===== config.mk =====
export PLATFORM = sky130hd
export DESIGN_NAME = instr_encoder
export DESIGN_NICKNAME = d
export VERILOG_FILES = /design/src/rtl/instr_pkg.sv /design/src/rtl/instr_fifo.sv /design/src/rtl/instr_encoder.sv
export SDC_FILE = /design/constraint.sdc
export NUM_CORES = 1
export LEC_CHECK = 0
export ABC_AREA = 1
export ABC_CLOCK_PERIOD_IN_PS = 3400
export CAP_MARGIN = 25
export CORE_UTILIZATION = 45
export CTS_CLUSTER_DIAMETER = 200
export CTS_CLUSTER_SIZE = 30
export DETAILED_ROUTE_END_ITERATION = 10
export MAX_ROUTING_LAYER = met4
export PLACE_DENSITY = 0.74
export SKIP_LAST_GASP = 1
export SYNTH_ARGS = -nofsm -noshare
export SYNTH_HDL_FRONTEND = slang
export SYNTH_SLANG_ARGS = --single-unit

===== constraint.sdc =====
create_clock -name clk -period 3.4 [get_ports clk]
set_input_delay 0.68 -clock clk [delete_from_list [all_inputs] [get_ports clk]]
set_output_delay 0.68 -clock clk [all_outputs]
set_load 0.1 [all_outputs]

===== src/rtl/instr_pkg.sv =====
`default_nettype none
// ============================================================================
// Module   : instr_pkg
// Brief    : Operation codes and RV32I field constants for the encoder.
// Revision : 1.0 - initial release
// ============================================================================
package instr_pkg;

  typedef enum logic [2:0] {
    c_op_add = 3'd0,
    c_op_sub = 3'd1,
    c_op_lw  = 3'd2,
    c_op_sw  = 3'd3,
    c_op_beq = 3'd4
  } op_e;

  localparam logic [6:0] c_opc_op     = 7'b0110011;
  localparam logic [6:0] c_opc_load   = 7'b0000011;
  localparam logic [6:0] c_opc_store  = 7'b0100011;
  localparam logic [6:0] c_opc_branch = 7'b1100011;

  localparam logic [2:0] c_f3_add_sub = 3'b000;
  localparam logic [2:0] c_f3_word    = 3'b010;
  localparam logic [2:0] c_f3_beq     = 3'b000;

  localparam logic [6:0] c_f7_add = 7'b0000000;
  localparam logic [6:0] c_f7_sub = 7'b0100000;

  function automatic logic is_legal_op(input logic [2:0] op);
    return (op <= 3'd4);
  endfunction

endpackage
`default_nettype wire


===== src/rtl/instr_fifo.sv =====
`default_nettype none
// ============================================================================
// Module   : instr_fifo
// Brief    : Synchronous 32-bit FIFO, DEPTH entries (power of two).
// Revision : 1.0 - initial release
// ============================================================================
module instr_fifo #(
  parameter int DEPTH = 4
) (
  input  logic                     clk,
  input  logic                     rst_n,
  input  logic                     push,
  input  logic                     pop,
  input  logic [31:0]              din,
  output logic [31:0]              dout,
  output logic                     full,
  output logic                     empty,
  output logic [$clog2(DEPTH):0]   count
);

  localparam int PTR_W = $clog2(DEPTH);
  localparam logic [PTR_W:0] c_full_count = (PTR_W+1)'(DEPTH);

  logic [31:0]      r_mem [DEPTH];
  logic [PTR_W-1:0] r_wr_ptr;
  logic [PTR_W-1:0] r_rd_ptr;
  logic [PTR_W:0]   r_count;
  logic             w_do_push;
  logic             w_do_pop;

  assign full      = (r_count == c_full_count);
  assign empty     = (r_count == '0);
  assign count     = r_count;
  assign dout      = r_mem[r_rd_ptr];
  assign w_do_push = push & ~full;
  assign w_do_pop  = pop & ~empty;

  always_ff @(posedge clk) begin
    if (w_do_push) begin
      r_mem[r_wr_ptr] <= din;
    end
  end

  always_ff @(posedge clk) begin
    if (!rst_n) begin
      r_wr_ptr <= '0;
      r_rd_ptr <= '0;
      r_count  <= '0;
    end else begin
      if (w_do_push) begin
        r_wr_ptr <= r_wr_ptr + PTR_W'(1);
      end
      if (w_do_pop) begin
        r_rd_ptr <= r_rd_ptr + PTR_W'(1);
      end
      case ({w_do_push, w_do_pop})
        2'b10:   r_count <= r_count + (PTR_W+1)'(1);
        2'b01:   r_count <= r_count - (PTR_W+1)'(1);
        default: r_count <= r_count;
      endcase
    end
  end

endmodule
`default_nettype wire


===== src/rtl/instr_encoder.sv =====
`default_nettype none
// ============================================================================
// Module   : instr_encoder
// Brief    : Encodes ADD/SUB/LW/SW/BEQ requests into RV32I words, buffered.
// Revision : 1.0 - initial release
// ============================================================================
module instr_encoder
  import instr_pkg::*;
#(
  parameter int DEPTH  = 4,
  parameter int ADDR_W = 8
) (
  input  logic                   clk,
  input  logic                   rst_n,
  input  logic                   in_valid,
  output logic                   in_ready,
  input  logic [2:0]             in_op,
  input  logic [4:0]             in_rd,
  input  logic [4:0]             in_rs1,
  input  logic [4:0]             in_rs2,
  input  logic [11:0]            in_imm,
  output logic                   out_valid,
  input  logic                   out_ready,
  output logic [31:0]            out_instr,
  output logic [ADDR_W-1:0]      out_addr,
  output logic                   err,
  output logic [$clog2(DEPTH):0] count
);

  logic [31:0]       w_instr;
  logic              w_legal;
  logic              w_accept;
  logic              w_push;
  logic              w_pop;
  logic              w_full;
  logic              w_empty;
  logic [31:0]       w_head;
  logic              r_err;
  logic [ADDR_W-1:0] r_addr;

  always_comb begin
    w_instr = '0;
    w_legal = is_legal_op(in_op);
    case (in_op)
      c_op_add: w_instr = {c_f7_add, in_rs2, in_rs1, c_f3_add_sub, in_rd, c_opc_op};
      c_op_sub: w_instr = {c_f7_sub, in_rs2, in_rs1, c_f3_add_sub, in_rd, c_opc_op};
      c_op_lw:  w_instr = {in_imm, in_rs1, c_f3_word, in_rd, c_opc_load};
      c_op_sw:  w_instr = {in_imm[11:5], in_rs2, in_rs1, c_f3_word, in_imm[4:0], c_opc_store};
      // in_imm holds imm[12:1] of the branch offset, so every index is shifted down by one
      c_op_beq: w_instr = {in_imm[11], in_imm[9:4], in_rs2, in_rs1, c_f3_beq,
                           in_imm[3:0], in_imm[10], c_opc_branch};
      default:  w_instr = '0;
    endcase
  end

  assign in_ready  = ~w_full;
  assign w_accept  = in_valid & in_ready;
  assign w_push    = w_accept & w_legal;
  assign out_valid = ~w_empty;
  assign w_pop     = out_valid & out_ready;
  assign out_instr = w_empty ? 32'd0 : w_head;
  assign out_addr  = r_addr;
  assign err       = r_err;

  instr_fifo #(
    .DEPTH (DEPTH)
  ) u_fifo (
    .clk   (clk),
    .rst_n (rst_n),
    .push  (w_push),
    .pop   (w_pop),
    .din   (w_instr),
    .dout  (w_head),
    .full  (w_full),
    .empty (w_empty),
    .count (count)
  );

  always_ff @(posedge clk) begin
    if (!rst_n) begin
      r_err  <= 1'b0;
      r_addr <= '0;
    end else begin
      r_err <= w_accept & ~w_legal;
      if (w_pop) begin
        r_addr <= r_addr + ADDR_W'(1);
      end
    end
  end

endmodule
`default_nettype wire


### Yosys cells after proc, flatten, opt, wreduce, memory -nomap -nowiden

Memory sizes are Yosys's and may differ from the RTL's. A register that Yosys moved wholly into a read port is not among the register bits.
Cells that the tools add are included.

| storage, ports and cells | value |
|---|---|
| input bits | 34 |
| bits in writable memories | 128 |
| memories | 1 |
| flip-flop bits (word level) | 16 |

| cells by class | value |
|---|---|
| magnitude comparators | 1 |
| equality and inequality tests | 7 |
| bitwise operators | 9 |
| $add $sub $neg | 5 |
| reduce and logical (&&, ||, !) cells | 3 |
| multiplexer cells | 7 |

Memories:

| name | depth | bits a word | read ports | clocked after memory_dff | wr ports | RTL line | RTL |
|---|---|---|---|---|---|---|---|
| u_fifo.r_mem | 4 | 32 | 1 | 1 | 1 | instr_fifo.sv:24 | `logic [31:0] r_mem [DEPTH];` |

Operators by type and width:

| kind | number |
|---|---|
| 32-bit one-hot mux with 5 select lines | 1 |
| 32-bit two-way mux | 1 |
| 8-bit by 1-bit adder with 8-bit output (second input constant) | 1 |
| 1-bit bitwise AND | 6 |
| 3-bit by 2-bit equality test with 1-bit output (second input constant) | 2 |
| 3-bit equality test (second input constant) | 2 |
| 3-bit zero test | 2 |
| 3-bit one-hot mux with 2 select lines | 1 |
| 2-bit by 1-bit adder with 2-bit output (second input constant) | 2 |
| 2-bit two-way mux | 2 |
| 3-bit by 1-bit adder with 3-bit output (second input constant) | 1 |
| 3-bit by 1-bit equality test with 1-bit output (second input constant) | 1 |
| 3-bit <= comparator (second input constant) | 1 |
| 1-bit NOT | 3 |
| 3-bit by 1-bit subtractor with 3-bit output (second input constant) | 1 |
| 2-bit by 1-bit equality test with 1-bit output (second input constant) | 1 |
| 2-bit equality test (second input constant) | 1 |
| 1-bit two-way mux | 2 |
| 2-bit nonzero test | 1 |

### Logic depth before layout (Yosys ltp)

Gate-level depths: netlist of the first run.

| depth | value |
|---|---|
| depth after elaboration | 7 |
| gate-level depth with buffers | 12 |

### By module

Synthesis of the first run repeated with hierarchy kept, for this count alone.

| second synthesis, totals | value |
|---|---|
| cells, all modules | 593 |
| area, all modules | 6371.1 µm² |

By module, submodules not included:

| module | cells an instance | times used | area an instance (µm²) |
|---|---|---|---|
| instr_fifo | 379 | 1 | 5276.3 |
| instr_encoder | 214 | 1 | 1094.8 |

### Least setup slack after synthesis of the first run

No wires, ideal clock.

| timing | value |
|---|---|
| kind | reg-to-output |
| start | register u_fifo.r_count[2] (netlist: u_fifo.count[2]) |
| end | output out_instr[1] |
| stages on the path, launching flop included | 6 |
| data arrival time | 4.090 ns |
| slack | -1.370 ns |
| data required time | 2.720 ns |
| path through | dfxtp_1 > inv_2 > nand2_1 > inv_2 > a21oi_1 > buf_4 |

| between the ends | value |
|---|---|
| word-level cells in the longest chain between the ends | 2 |

Ends and longest elaborated chain:

| item | RTL line | RTL |
|---|---|---|
| start: declaration | instr_fifo.sv:27 | `logic [PTR_W:0] r_count;` |
| start signal: assignment | instr_fifo.sv:57 | `2'b10: r_count <= r_count + (PTR_W+1)'(1);` |
| start signal: assignment | instr_fifo.sv:58 | `2'b01: r_count <= r_count - (PTR_W+1)'(1);` |
| start signal: assignment | instr_fifo.sv:59 | `default: r_count <= r_count;` |
| 3-bit zero test | instr_fifo.sv:32 | `assign empty = (r_count == '0);` |
| 32-bit two-way mux | instr_encoder.sv:61 | `assign out_instr = w_empty ? 32'd0 : w_head;` |
| end: declaration | instr_encoder.sv:24 | `output logic [31:0] out_instr,` |

Every way passes these cells.

==> qor.yml, run 1 <==
outcome:
  status: "finished, violations left"
  violations_in_the_final_reports: "design-rule violations"
timing:
  slew_of_the_pin_with_the_lowest_slew_margin_ns: 0.978
  grt_setup_unrepaired: "false"
  timing.clock.skew_ns: 0.00904
  max_freq_mhz: 345
  post-route-min-period_ns: 2.90
  slew-limit-headroom_pct: 34.6
  timing.hold.ws_ns: 0.466
  hold_violations: 0
  fin_tns_setup_ns: 0
  period_share_pct: 85.3
  report.final.setup_viol: 0
  final_max_slew_viol_count: 0
power:
  vdd_ir_drop_max_uv: 1080
  pwr_density_cell_nw_per_um2: 1030
  share_clk_of_total_power_pct: 21.3
  power.leakage_nw: 2.72
  netSwitchingPower_w: 0.00358
  power.share.combinational_pct: 54.3
  netSwitchingFraction_pct: 46.7
  sequentialPowerShare_pct: 24.4
  p_int_w: 0.00408
clock_network:
  clock_pin_slew_worst_setup_and_hold_paths_ns: 0.05
  cts_tree: "yes"
  clock_tree.htree_level_count: 4
  cts_inserted_buffers: 17
  ctsResizeCount: 0
  cts_post_setup_buffers_inserted: 0
  clock_sink_count: 126
  worst_skew_pair.late_latency_ns: 0.40
  clock_tree.buffer_depth: 2
  clock_root_buffer: "sky130_fd_sc_hd__clkbuf_16"
  hold_buffers: 0
flow_run:
  drv_cap: 0
synth:
  postSynth.asyncResetShare_pct: 0
  synth-edff-count: 108
  synth_common_cells: "sky130_fd_sc_hd__nor2_1, sky130_fd_sc_hd__edfxtp_1, sky130_fd_sc_hd__o21ai_1"
  yosysWarningCount: 0
  yosysUniqueCellTypes: 28
  synth_area_per_cell_um2: 10.4
  synth-seq-area-share_pct: 66.0
  synthMostInstantiatedCell: "sky130_fd_sc_hd__nor2_1"
  synth_top_area_share_pct: 59.4
  netlist_top_cells_area: "sky130_fd_sc_hd__edfxtp_1, sky130_fd_sc_hd__nor2_1, sky130_fd_sc_hd__dfxtp_1, sky130_fd_sc_hd__o21ai_1, sky130_fd_sc_hd__a21oi_1"
  synth_area_um2: 5460
  postSynth.topFlopCell: "sky130_fd_sc_hd__edfxtp_1"
  netlist.top_cell.by_area: "sky130_fd_sc_hd__edfxtp_1"
  netlist_instances: 525
  ys_ff_latch: 126
die:
  die_x_um: 112
  floorplan.die.height_um: 112
  rows: 39
  area_inside_the_core_boundary_um2: 11600
  floorplan.die_area_um2: 12600
  start_util_pct: 47.0
  io_pins: 80
routing:
  vias_per_cell: 5.27
  drt_first_iter_violations: 420
  routed_wire_length_per_instance_um: 16.7
  totalWireLength_mm: 12.7
  num_vias: 4018
  drt.antenna.violating_nets: 0
  dr.pass1.iters: 10
  drc: 7
global_route:
  maximum_number_of_pins_on_one_net_before_global_route_repair: 55
  grt_antenna_before_repair: 0
  grt_pass1_vias: 3966
  grt.overflow.total: 0
  all_layer_gr_usage_pct: 21.6
  first_pass_grt_wire_length_mm: 20.0
critical_path:
  peak_per_stage_delay_on_the_critical_path_ns: 0.35
  critPathArrivalTime_ns: 2.22
  critPathCaptureType: "output port"
  path_cells: "buf_4 > inv_2 > nor2_1 > o21ai_1 > a21oi_4 > buf_12"
  crit_path_max_fanout: 28
  critPathKind: "reg -> out"
  critical_path.startpoint_type: "flip-flop"
  crit_slowest_cell: "sky130_fd_sc_hd__inv_2"
  worst_ep_required_time_ns: 2.72
placed_design:
  gp_routability_congestion: 0.812
  port-buffer-count: 75
  hpwl_mm: 7.98
final_layout:
  flow.area_growth_from_synthesis_pct: 35.8
  drive_gt1_share_pct: 21.0
  antenna-diode-count: 0
  design.final.nets: 647
min_path:
  hp-class: "reg -> reg"
[power groups by stage]
| stage | Combinational (W) | Clock [W] | Sequential [W] |
|---|---|---|---|
| final | 0.00416 | 0.00163 | 0.00187 |
| after global routing | 0.00430 | 0.00172 | 0.00187 |
| after CTS | 0.00418 | 0.00165 | 0.00187 |
| after detailed placement | 0.00416 | 0 | 0.00189 |
| after global placement | 0.00413 | 0 | 0.00189 |
| after floorplan | 0.00268 | 0 | 0.00205 |
[state kept, by name, indices dropped and copies added (netlist names), named ones only]
register	count
u_fifo.count	3
u_fifo.r_rd_ptr	2
out_addr	8
err	1
u_fifo.r_mem	108
u_fifo.r_wr_ptr	2
[area by class of cell]
class | instances | area (um^2)
Clock buffer | 21 | 483
Clock inverter | 11 | 60.1
Fill cell | 874 | 4200
Inverter | 45 | 169
Multi-Input combinational cell | 330 | 1820
Sequential cell | 126 | 3600
Tap cell | 143 | 179
Timing Repair Buffer | 86 | 1100
[through the flow]
stage	util [%]	power, W	cells	cell area, um^2	worst slack (ns)
6_report	63.8	0.00765	762	7410	0.501
3_5_place_dp	59.1	0.00606	730	6870	0.527
4_1_cts	63.8	0.00769	762	7410	0.486
5_1_grt	63.8	0.00790	762	7410	0.407
2_1_floorplan	-	0.00474	528	5730	-0.330
3_3_place_gp	59.1	0.00602	730	6870	0.632
[critical path, delay by kind of cell, from the launching register on]
family,cells,cell delay (ns)
buffers and inverters,3,0.90
flip-flops,1,0.31
AND/OR/NAND/NOR,1,0.21
AO/OA/AOI/OAI,2,0.38
[per-layer routing]
layer / track usage (%) / wire length [um] / up-vias
met3: 5.35 / 1030 / 8
li1: - / - / 1933
met5: - / 0 / -
met4: 6.58 / 80 / 0
met1: 28.1 / 5540 / 1901
met2: 33.5 / 6090 / 176
[kinds of logic after synthesis]
kind of cell	count (synthesis)	synth area share, %
AND/OR/NAND/NOR	197	14.5
AO/OA/AOI/OAI	121	11.7
XOR/XNOR	1	0.161
buffers and inverters	72	5.82
flip-flops	126	66.0
adder cells (fa/ha/maj)	7	1.74
other	1	0.0687
[cells in the final DEF, fill, tap and decap left out]
cell	count
sky130_fd_sc_hd__nand2_2	2
sky130_fd_sc_hd__edfxtp_1	108
sky130_fd_sc_hd__nand3_1	7
sky130_fd_sc_hd__o21ai_0	9
sky130_fd_sc_hd__clkbuf_16	19
sky130_fd_sc_hd__clkdlybuf4s50_1	35
sky130_fd_sc_hd__nand4_1	1
sky130_fd_sc_hd__buf_4	22
sky130_fd_sc_hd__conb_1	4
sky130_fd_sc_hd__ha_1	6
sky130_fd_sc_hd__nand2_4	1
sky130_fd_sc_hd__clkinv_2	7
sky130_fd_sc_hd__a22o_1	1
sky130_fd_sc_hd__dfxtp_1	18
sky130_fd_sc_hd__inv_2	10
sky130_fd_sc_hd__nand2_1	44
sky130_fd_sc_hd__inv_1	35
sky130_fd_sc_hd__o21ai_1	62
sky130_fd_sc_hd__xor2_1	1
sky130_fd_sc_hd__nor2_1	133
sky130_fd_sc_hd__nor2_4	1
sky130_fd_sc_hd__nor2_2	6
sky130_fd_sc_hd__a21oi_1	16
sky130_fd_sc_hd__a21oi_4	22
sky130_fd_sc_hd__fa_1	1
sky130_fd_sc_hd__a21oi_2	6
sky130_fd_sc_hd__o211ai_1	1
sky130_fd_sc_hd__buf_12	29
sky130_fd_sc_hd__o221ai_1	4
sky130_fd_sc_hd__inv_4	4
sky130_fd_sc_hd__clkbuf_1	2
sky130_fd_sc_hd__nor3b_1	1
sky130_fd_sc_hd__nand3_4	1
[final timing paths]
| path | slack [ns] | start | depth (start not counted) | to |
|---|---|---|---|---|
| worst max-delay path | 0.50 | flip-flop | 6 | out_instr[1] |
| worst min-delay path | 0.47 | out_addr[4] | 2 | out_addr[4] |
| worst max register to register | 1.33 | u_fifo.count[0] | 10 | u_fifo.count[2] |
| worst min register to register | 0.47 | out_addr[4] | 2 | out_addr[4] |
Power figures use the tool's default switching activity.
==> inputs of run 2 (changes only) <==
Settings changed: ABC_CLOCK_PERIOD_IN_PS 3400 to 3200.
Clock period 3.4 ns to 3.2 ns, I/O delays scaled along.
==> run 2 against run 1 <==
  * The flow still finishes with violations (design-rule violations)
  * Sequential share of layout area down 0.41 points
  * Sequential cell count unchanged
  * Clock skew fell by 0.0030 ns
  * Combinational power grew 6.0%
  * Global-route usage fell by 0.087 points
  * Setup slack got worse by 0.068 ns
  * Count of clock-buffer cells in the layout is 3 lower
  * Sequential power is 6% higher
  * Utilization increased by 0.60 points
  * Largest cell class unchanged
==> qor.yml, run 2 (synthesis results as in run 1) <==
clock_network:
  cts_post_setup_buffers_inserted: 0  # unchanged
  clock_pin_slew_worst_setup_and_hold_paths_ns: 0.06  # about the same
  clock_tree.buffer_depth: 2  # unchanged
  clock_tree.htree_level_count: 4  # unchanged
  cts_inserted_buffers: 17  # unchanged
  hold_buffers: 0  # unchanged
  clock_root_buffer: "sky130_fd_sc_hd__clkbuf_16"
  cts_tree: "yes"
  clock_sink_count: 126  # unchanged
  ctsResizeCount: 0  # unchanged
  worst_skew_pair.late_latency_ns: 0.41  # about the same
timing:
  period_share_pct: 86.5
  timing.clock.skew_ns: 0.00600  # -0.00304 ns
  slew_of_the_pin_with_the_lowest_slew_margin_ns: 0.592  # -0.387 ns
  post-route-min-period_ns: 2.77
  fin_tns_setup_ns: 0  # unchanged
  hold_violations: 0  # unchanged
  timing.hold.ws_ns: 0.480  # +0.0135 ns
  slew-limit-headroom_pct: 60.5  # +26 points
  max_freq_mhz: 361
  report.final.setup_viol: 0  # unchanged
  grt_setup_unrepaired: "false"
  final_max_slew_viol_count: 0  # unchanged
power:
  netSwitchingFraction_pct: 45.7  # -1.1 points
  finalPower_w: 0.00838  # +9.5%
  sequentialPowerShare_pct: 23.7  # -0.7 points
  p_int_w: 0.00455  # +12%
  power.leakage_nw: 2.73  # +0.17%
  netSwitchingPower_w: 0.00383  # +7.0%
  share_clk_of_total_power_pct: 23.7  # +2.4 points
  vdd_ir_drop_max_uv: 1060  # -1.9%
  pwr_density_cell_nw_per_um2: 1120  # +8.5%
  power.share.combinational_pct: 52.6  # -1.7 points
final_layout:
  area.sequential_um2: 3610  # +0.10%
  layout.cells.most_common: "sky130_fd_sc_hd__nor2_1"
  drive_gt1_share_pct: 21.7  # +0.68 points
  flow.area_growth_from_synthesis_pct: 37.0
  n_fill_cell: 821  # -6.1%
  largest-register: "u_fifo.r_mem"
  multi_input_comb_area_um2: 1820  # unchanged
  largest_reg_flops: 108  # unchanged
  antenna-diode-count: 0  # unchanged
  layout.cells.most_common_list: "sky130_fd_sc_hd__nor2_1, sky130_fd_sc_hd__edfxtp_1, sky130_fd_sc_hd__o21ai_1"
  design.final.nets: 646  # -0.15%
die:
  die_x_um: 112  # unchanged
  floorplan.die.height_um: 112  # unchanged
  rows: 39  # unchanged
  area_inside_the_core_boundary_um2: 11600  # unchanged
  io_pins: 80  # unchanged
  start_util_pct: 47.0  # unchanged
  floorplan.die_area_um2: 12600  # unchanged
critical_path:
  critical_path.startpoint_type: "flip-flop"
  worst_ep_required_time_ns: 2.56  # -0.16 ns
  critPathArrivalTime_ns: 2.13  # -0.09 ns
  critPathCaptureType: "output port"
  critPathKind: "reg -> out"
  reg2regPathDepth: 11  # +1
  crit_path_max_fanout: 54  # +93%
routing:
  num_vias: 4020  # +0.050%
  detail_route.wirelength.met1_mm: 5.46  # -1.5%
  totalWireLength_mm: 12.5  # -2.1%
  drt_first_iter_violations: 462  # +10%
  route.top_layer_used: "met4"
  met2_wirelength_mm: 6.03  # -1.1%
  dr.pass1.iters: 8  # -2
  met3_wirelength_um: 889  # -14%
  routed_wire_length_per_instance_um: 16.4  # -2.0%
  vias_per_cell: 5.28  # +0.18%
  drt.antenna.violating_nets: 0  # unchanged
  drc: 9  # +2
placed_design:
  port-buffer-count: 75  # unchanged
  hpwl_mm: 7.65  # -4.1%
  gp_routability_congestion: 0.875  # +7.8%
flow_run:
  drv_cap: 0  # unchanged
outcome:
  status: "finished, violations left"
  violations_in_the_final_reports: "design-rule violations"
global_route:
  grt_antenna_before_repair: 0  # unchanged
  all_layer_gr_usage_pct: 21.5  # -0.087 points
  maximum_number_of_pins_on_one_net_before_global_route_repair: 55  # unchanged
  grt.overflow.total: 0  # unchanged
  first_pass_grt_wire_length_mm: 19.9  # -0.62%
  grt_pass1_vias: 3909  # -1.4%
min_path:
  hp-class: "reg -> reg"
  holdPathStages: 2  # unchanged
run 2: power by group through the flow:
| stage | Combinational, W | Clock, W | Sequential [W] |
|---|---|---|---|
| floorplan | 0.00285 | 0 | 0.00219 |
| global placement | 0.00437 | 0 | 0.00201 |
| detailed placement | 0.00441 | 0 | 0.00201 |
| CTS | 0.00443 | 0.00201 | 0.00198 |
| global route | 0.00457 | 0.00209 | 0.00200 |
| finish | 0.00441 | 0.00199 | 0.00198 |
run 2: metrics by stage:
stage	area [um^2]	utilization (%)	setup WS, ns	instances
after floorplan	5740	-	0.0977	528
after global placement	6860	59.0	0.458	729
after detailed placement	6860	59.0	0.367	729
after CTS	7480	64.4	0.434	761
after global routing	7480	64.4	0.294	761
final	7480	64.4	0.433	761
run 2: worst max-delay path: stages, from the launching register on:
cell and delay [ns]:
sky130_fd_sc_hd__dfxtp_1 0.34, sky130_fd_sc_hd__buf_4 0.50, sky130_fd_sc_hd__nor2_1 0.11, sky130_fd_sc_hd__nor2_1 0.10
sky130_fd_sc_hd__o21ai_0 0.15, sky130_fd_sc_hd__a21oi_4 0.30, sky130_fd_sc_hd__buf_12 0.21
run 2: layout make-up:
| cell class | instances | share of cell area (%) |
|---|---|---|
| clock buffers | 18 | 5.74 |
| flip-flops and latches | 126 | 48.2 |
| multi-input cells | 330 | 24.3 |
| well taps | 143 | 2.39 |
| repair buffers | 85 | 14.5 |
| inverters | 45 | 2.26 |
| clock inverters | 14 | 2.58 |
run 2: per-layer routing:
metal / global-route usage, % / vias to the layer above
met2: 34.3 / 173
met5: - / -
met4: 7.56 / 0
met1: 27.0 / 1890
li1: - / 1941
met3: 5.02 / 16
run 2: path summary, 6_finish.rpt:
check	slack, ns	start	to
worst max-delay path	0.43	flip-flop	out_instr[1]
worst min-delay path	0.48	out_addr[4]	out_addr[4]
worst max register to register	1.16	u_fifo.count[0]	u_fifo.count[2]
worst min register to register	0.48	out_addr[4]	out_addr[4]
==> inputs of run 3 (changes only) <==
Settings changed: HOLD_SLACK_MARGIN set to 0.15.
==> results of run 3 <==
No change in the layout: final DEF, timing and power equal those of run 2.
